--- src/rtl/uart_pkg.sv ---
// Shared UART definitions: frame FSM states and line/parity levels,
// used by both the TX and RX paths.
package uart_pkg;

    typedef enum logic [2:0] {
        IDLE   = 3'd0,
        START  = 3'd1,
        DATA   = 3'd2,
        PARITY = 3'd3,
        STOP   = 3'd4
    } uart_state_e;

    localparam logic PARITY_EVEN = 1'b0;
    localparam logic PARITY_ODD  = 1'b1;
    localparam logic IDLE_LEVEL  = 1'b1;
    localparam logic START_LEVEL = 1'b0;

endpackage

--- src/rtl/uart_tx_parity_calc.sv ---
// Combinational parity generator: even parity is the XOR of the word,
// odd parity its complement.
module uart_tx_parity_calc
    import uart_pkg::*;
#(
    parameter int DW = 8
) (
    input  logic [DW-1:0] i_data,
    input  logic          i_type,
    output logic          o_parity
);

    assign o_parity = (i_type == PARITY_ODD) ? ~^i_data : ^i_data;

endmodule

--- src/rtl/uart_tx_frame.sv ---
// UART transmitter, one bit per clock: start, data LSB first, optional
// parity, stop. TX_OUT and Busy are registered from the next-state decode.
module uart_tx_frame
    import uart_pkg::*;
#(
    parameter int data_width = 8
) (
    input  logic                  CLK,
    input  logic                  RST,
    input  logic [data_width-1:0] P_data,
    input  logic                  Data_Valid,
    input  logic                  Parity_Enable,
    input  logic                  Parity_Type,
    output logic                  TX_OUT,
    output logic                  Busy
);

    localparam int CW = (data_width > 1) ? $clog2(data_width) : 1;
    localparam logic [CW-1:0] CNT_LAST = CW'(data_width - 1);

    uart_state_e           r_state;
    uart_state_e           w_state_next;
    logic [CW-1:0]         r_cnt;
    logic [CW-1:0]         w_cnt_next;
    logic [CW-1:0]         w_cnt_inc;
    logic [data_width-1:0] r_data;
    logic                  r_par;
    logic                  r_par_en;
    logic                  r_tx;
    logic                  r_busy;
    logic                  w_tx_next;
    logic                  w_busy_next;
    logic                  w_accept;
    logic                  w_parity;

    uart_tx_parity_calc #(
        .DW(data_width)
    ) u_parity (
        .i_data   (P_data),
        .i_type   (Parity_Type),
        .o_parity (w_parity)
    );

    assign w_cnt_inc = r_cnt + 1'b1;

    always_ff @(posedge CLK or negedge RST) begin
        if (!RST) begin
            r_state <= IDLE;
        end else begin
            r_state <= w_state_next;
        end
    end

    // The output registers load the value belonging to the state being
    // entered, so the accepting edge already drives the start bit.
    always_comb begin
        w_state_next = r_state;
        w_cnt_next   = r_cnt;
        w_tx_next    = IDLE_LEVEL;
        w_accept     = 1'b0;
        case (r_state)
            IDLE: begin
                if (Data_Valid) begin
                    w_accept     = 1'b1;
                    w_state_next = START;
                    w_tx_next    = START_LEVEL;
                end
            end
            START: begin
                w_state_next = DATA;
                w_cnt_next   = '0;
                w_tx_next    = r_data[0];
            end
            DATA: begin
                if (r_cnt == CNT_LAST) begin
                    if (r_par_en) begin
                        w_state_next = PARITY;
                        w_tx_next    = r_par;
                    end else begin
                        w_state_next = STOP;
                        w_tx_next    = IDLE_LEVEL;
                    end
                end else begin
                    w_cnt_next = w_cnt_inc;
                    w_tx_next  = r_data[w_cnt_inc];
                end
            end
            PARITY: begin
                w_state_next = STOP;
                w_tx_next    = IDLE_LEVEL;
            end
            STOP: begin
                if (Data_Valid) begin
                    w_accept     = 1'b1;
                    w_state_next = START;
                    w_tx_next    = START_LEVEL;
                end else begin
                    w_state_next = IDLE;
                    w_tx_next    = IDLE_LEVEL;
                end
            end
            default: begin
                w_state_next = IDLE;
                w_tx_next    = IDLE_LEVEL;
            end
        endcase
    end

    assign w_busy_next = (w_state_next != IDLE);

    always_ff @(posedge CLK or negedge RST) begin
        if (!RST) begin
            r_cnt    <= '0;
            r_data   <= '0;
            r_par    <= 1'b0;
            r_par_en <= 1'b0;
            r_tx     <= IDLE_LEVEL;
            r_busy   <= 1'b0;
        end else begin
            r_cnt  <= w_cnt_next;
            r_tx   <= w_tx_next;
            r_busy <= w_busy_next;
            if (w_accept) begin
                r_data   <= P_data;
                r_par_en <= Parity_Enable;
                r_par    <= w_parity;
            end
        end
    end

    assign TX_OUT = r_tx;
    assign Busy   = r_busy;

endmodule

--- config.mk ---
export PLATFORM = sky130hd
export DESIGN_NAME = uart_tx_frame
export DESIGN_NICKNAME = d
export VERILOG_FILES = /design/src/rtl/uart_pkg.sv /design/src/rtl/uart_tx_parity_calc.sv /design/src/rtl/uart_tx_frame.sv
export SDC_FILE = /design/constraint.sdc
export NUM_CORES = 1
export LEC_CHECK = 0
export BUFFER_PORTS_ARGS = -buffer_cell sky130_fd_sc_hd__buf_2
export CORE_MARGIN = 2
export CORE_UTILIZATION = 48
export DETAILED_ROUTE_END_ITERATION = 10
export HOLD_SLACK_MARGIN = 0.08
export PLACE_DENSITY_LB_ADDON = 0.08
export SETUP_SLACK_MARGIN = 0.15
export SKIP_LAST_GASP = 1
export SLEW_MARGIN = 20
export SYNTH_ARGS = -nofsm -noshare
export SYNTH_HDL_FRONTEND = slang
export SYNTH_SLANG_ARGS = --single-unit
--- constraint.sdc ---
create_clock -name CLK -period 1.85 [get_ports CLK]
set_input_delay 0.2775 -clock CLK [delete_from_list [all_inputs] [get_ports CLK]]
set_output_delay 0.2775 -clock CLK [all_outputs]
set_load 0.1 [all_outputs]
==> results of run 1 <==
==> state kept, by name, summed over array words and instances (netlist names) <==
register  count
Busy          1
TX_OUT        1
r_cnt         3
r_data        8
r_par         1
r_par_en      1
r_state       3
==> synth_stat cells, types with 2 or more instances <==
master	n	share of area, %
mux2_1	8	9.8
mux2_2	2	2.4
a22oi_1	2	1.6
nand2_1	7	2.9
nor2_1	6	2.4
nand2b_1	4	2.7
o21ai_1	6	3.3
dfrtp_1	17	46
ha_1	2	2.7
xnor2_1	5	4.8
a21oi_1	4	2.2
mux4_1	2	5.7
==> cell families after synthesis <==
logic type,share of synthesized area [%]
DFF,49.12
AOI/OAI and AO/OA,9.523
muxes,19.05
and+or+nand+nor,9.252
buffers and inverters,2.176
xor gates and xnor gates,8.163
adders and majority gates,2.721
==> what timing repair did <==
action / CTS / global route
setup endpoints to repair: 1 / 1
hold buffers: 1 / 0
resized for setup: 0 / 1
pin swaps: 0 / 1
buffers inserted: 1 / 0
gates cloned: 0 / 0
hold endpoints to repair: 17 / 0
==> layer usage <==
layer	track usage [%]	vias up
li1	-	313
met1	25.78	289
met2	25.33	14
met3	2.264	2
met4	6.486	0
met5	0	-
==> path summary, 6_finish.rpt <==
check | end | depth (start not counted)
max | TX_OUT | 5
min | r_par_en | 3
max reg2reg | TX_OUT | 5
min reg2reg | r_data[6] | 1
max in group asynchronous | TX_OUT | 2
min in group asynchronous | r_data[7] | 2
==> per-stage QoR <==
stage	util, %	setup TNS (ps)
after detailed placement	58.51	0
after global placement	58.51	0
final	62.27	0
after floorplan	-	0
after CTS	61.56	0
after global routing	62.27	-29.36
==> area by class of cell <==
cell class	instances	area, um2	area share, %
sequential	18	451.7	41.12
inverter	2	7.507	0.6834
multi-input combinational	55	469.2	42.71
clock buffer	4	36.28	3.303
timing repair buffer	18	102.6	9.339
tap	25	31.28	2.847
==> power by group <==
group / internal (uW) / switching (uW)
combinational: 448 / 471
clock: 120 / 123
sequential: 585 / 153
total: 1150 / 747
==> worst min-delay path, cell delays in order <==
cell,delay [ps]
buf_2,80
nand2_1,40
o21ai_1,60
==> results.cfg, run 1 <==
[timing]
period_share_pct = 98.03
tightestPinTransition_ps = 482.6
hold_viol_final = 0
fin_worst_skew_ps = 4.159
slew_headroom_pct = 68.05
fin_hold_ws_ps = 192.7
rsz0062_at_grt = yes
drv_slew = 0
fmax_ghz = 0.5514
finalSetupViolations = 0
fin_crit_ps = 1814
fin_ws_ps = 36.48

[place]
dpl_cell_area_um2 = 1032
place_ws_ps = 31.38
gp_congestion = 0.8219
port_buffers = 14
hpwl_mm = 1.222
dp_cells = 116

[cts]
clockRootBuffer = clkbuf_4
path_clk_slew_ps = 110
cts_buffers = 3
cts_num_sinks = 18
insertion_delay_ps = 290
cts_tree = built
clockBufferDepth = 2
cts.htree.levels = 1

[setup_path]
cp-start-kind = flip-flop
cp-startpoint = r_cnt[1]
crit_fanout = 3
path_class = reg -> reg
crit_chain = ha_4 -> mux4_2 -> mux2_4 -> o221ai_2 -> o21ai_1
critPathCaptureType = flip-flop
critPathBufInv = 0
cp_top_family = multiplexers
regToRegStartpoint = r_cnt[1]
required_ps = 2070
slowest_stage = mux4_2
arrival_ps = 2030
r2r_slack_ps = 40
critPathMaxStageDelay_ps = 490

[worst_hold_path]
hold_class = in -> reg
worstHoldStart = Parity_Enable

[detailed_routing]
ant_nets = 0
wl_met3_um = 58
drc = 0
vias_per_cell = 5.066
first_pass_iters = 4
highest_layer = met4
wl_met1_um = 845
wl_mm = 1.662
dr_total_vias = 618
routedWlPerCell_um = 13.62
wl_met2_um = 745
first_iter_violations = 10

[final_layout]
area_growth_pct = 19.46
diodes = 0
drive_above_1_share_pct = 30.93
final_area_um2 = 1099
final_cells = 122
final_cell_mix = 17 x dfrtp_1, 14 x buf_2, 8 x mux2_1
fill_cells = 162
layout.nets = 113
final_common_cell = dfrtp_1

[outcome]
status = completed

[synthesis]
syn-instance-count = 77
synth_edf_count = 0
syn_area_per_cell_um2 = 11.94
synth-seq-area-share_pct = 49.12
synthArstFlopShare_pct = 100.0
synth_area_um2 = 919.6
synth_flop_cell = dfrtp_1
ys_warn_count = 0
syn_nets = 92
synth-seq-cells = 18
synth_cell_types = 24

[floorplan]
die_w_um = 47.77
die_area_um2 = 2282
rows = 15
boundaryPins = 15
core_area_um2 = 1764
initial_core_util_pct = 52.13
die_height_um = 47.77

[power]
p_leak_uw = 0.0004848
vdd_drop_max_uv = 795.3
power.density_nw_per_um2 = 1730
p_total_uw = 1900

[global_routing]
track_usage_pct = 17.19
grt_pass1_vias = 551
antenna_found_initial = 0
overflow = 0
grt_start_max_net_pins = 19
grt_pass1_wl_mm = 2.608

[job]
cap_viol_max_count = 0
Note: power is estimated with default switching activity, not from simulation.
==> run 2, diff against run 1 <==
- CORE_ASPECT_RATIO: unset -> 1.2
==> run 2 against run 1 <==
  * Design area shrank 0.68%
  * Wire length shrank 1.2%
  * Highest routed layer unchanged
  * Non-clock buffer count is the same
  * Fmax grew 1.1%
  * Power is essentially flat
  * First-iteration DRC count shrank 40%
  * Core utilization shrank 2.6 points
==> results.cfg, run 2 (synthesis results as in run 1) <==
[outcome]
status = completed

[final_layout]
final_common_cell = dfrtp_1
largestRegisters = r_data (8), r_cnt (3), r_state (3)
final_cell_mix = 17 x dfrtp_1, 14 x buf_2, 8 x mux2_1
final_cells = 116
drive_above_1_share_pct = 30.93
area_growth_pct = 18.64
diodes = 0
fill_cells = 160
layout.nets = 113
largest-register = r_data
largest_register_ffs = 8

[setup_path]
arrival_ps = 2030
crit_chain = ha_4 -> mux4_2 -> mux2_4 -> o221ai_2 -> o21ai_1
critPathMaxStageDelay_ps = 490
crit_fanout = 3
required_ps = 2090
path_class = reg -> reg
slowest_stage = mux4_2
cp-start-kind = flip-flop
critPathCaptureType = flip-flop

[global_routing]
grt_pass1_wl_mm = 2.780
track_usage_pct = 17.06
grt_start_max_net_pins = 19
grt_pass1_vias = 667
overflow = 0
antenna_found_initial = 0

[power]
vdd_drop_max_uv = 758.4
pwr-share-comb_pct = 48.5
p_int_uw = 1157
p_leak_uw = 0.0004848
seqPwrFrac_pct = 38.6
switching_share_pct = 39.16
clockPowerShare_pct = 12.8
switchingPower_uw = 744.6
power.density_nw_per_um2 = 1743

[cts]
clockBufferDepth = 2
insertion_delay_ps = 300
cts_tree = built
cts_buffers = 3
cts.htree.levels = 1
cts_num_sinks = 18
path_clk_slew_ps = 100
clockRootBuffer = clkbuf_4

[floorplan]
rows = 17
initial_core_util_pct = 50.27
die_w_um = 43.96
die_area_um2 = 2283
boundaryPins = 15
core_area_um2 = 1829
die_height_um = 51.95

[place]
port_buffers = 14
gp_congestion = 0.7777
dp_cells = 110

[timing]
fin_crit_ps = 1794
drv_slew = 0
rsz0062_at_grt = yes
fin_hold_ws_ps = 194.1
tightestPinTransition_ps = 482.5
slew_headroom_pct = 68.05
period_share_pct = 96.97
fin_worst_skew_ps = 5.631
finalSetupViolations = 0
fmax_ghz = 0.5574
hold_viol_final = 0

[detailed_routing]
ant_nets = 0
first_iter_violations = 6
wl_mm = 1.642
drc = 0
dr_total_vias = 640
first_pass_iters = 4
vias_per_cell = 5.517
routedWlPerCell_um = 14.16

[worst_hold_path]
hold_class = in -> reg

[job]
cap_viol_max_count = 0
## run 2: what timing repair did
action,4_1_cts,5_1_grt
resized for setup,0,1
gates cloned,0,0
setup endpoints to repair,1,1
hold endpoints to repair,17,0
setup buffers,1,0
hold buffers,1,0
## run 2: worst max-delay path: cells and delay by family, from the launching register on
kind,cells,cell delay (ps)
compound gates,2,230
fa+ha+maj,1,310
flops,1,430
mux,2,770
## run 2: path summary, 6_finish.rpt
check / start / to / slack [ps] / cells past startpoint
min in group asynchronous: RST / r_cnt[2] / 420 / 2
hold / removal: Parity_Enable / r_par_en / 190 / 3
setup reg to reg: r_cnt[0] / TX_OUT / 60 / 5
max in group asynchronous: RST / TX_OUT / 1120 / 2
setup / recovery: r_cnt[0] / TX_OUT / 60 / 5
hold reg to reg: r_state[2] / r_state[1] / 490 / 1
## run 2: cell type report
type,count,area (um2),area share [%]
multi-input cells,55,469.2,43.00
flip-flops and latches,18,451.7,41.40
repair buffers,18,102.6,9.404
clock buffers,4,36.28,3.326
well taps,19,23.77,2.179
inverters,2,7.507,0.6881
## run 2: layer usage
metal	global-route usage (%)	share of wire, %	vias up
met3	4.167	4.0	4
met2	29.41	52	17
li1	-	-	310
met4	9.596	1.9	0
met5	0	0	-
met1	18.74	42	309
## run 2: stage by stage
step / worst slack [ps] / area [um2] / power (uW) / TNS, ps / util (%)
CTS: 48.41 / 1079 / 1896 / 0 / 58.96
finish: 56.09 / 1091 / 1901 / 0 / 59.64
detailed placement: 55.60 / 1025 / 1636 / 0 / 56.02
floorplan: 70.64 / 928.4 / 1449 / 0 / -
global placement: 89.05 / 1025 / 1614 / 0 / 56.02
global route: -4.562 / 1091 / 2033 / -4.562 / 59.64
## run 2: power by group through the flow
stage               sequential, uW  combinational (uW)  clock, uW
finish                         735                 923        244
global route                   763                1010        261
CTS                            733                 910        252
floorplan                      854                 595          0
detailed placement             745                 891          0
global placement               740                 874          0
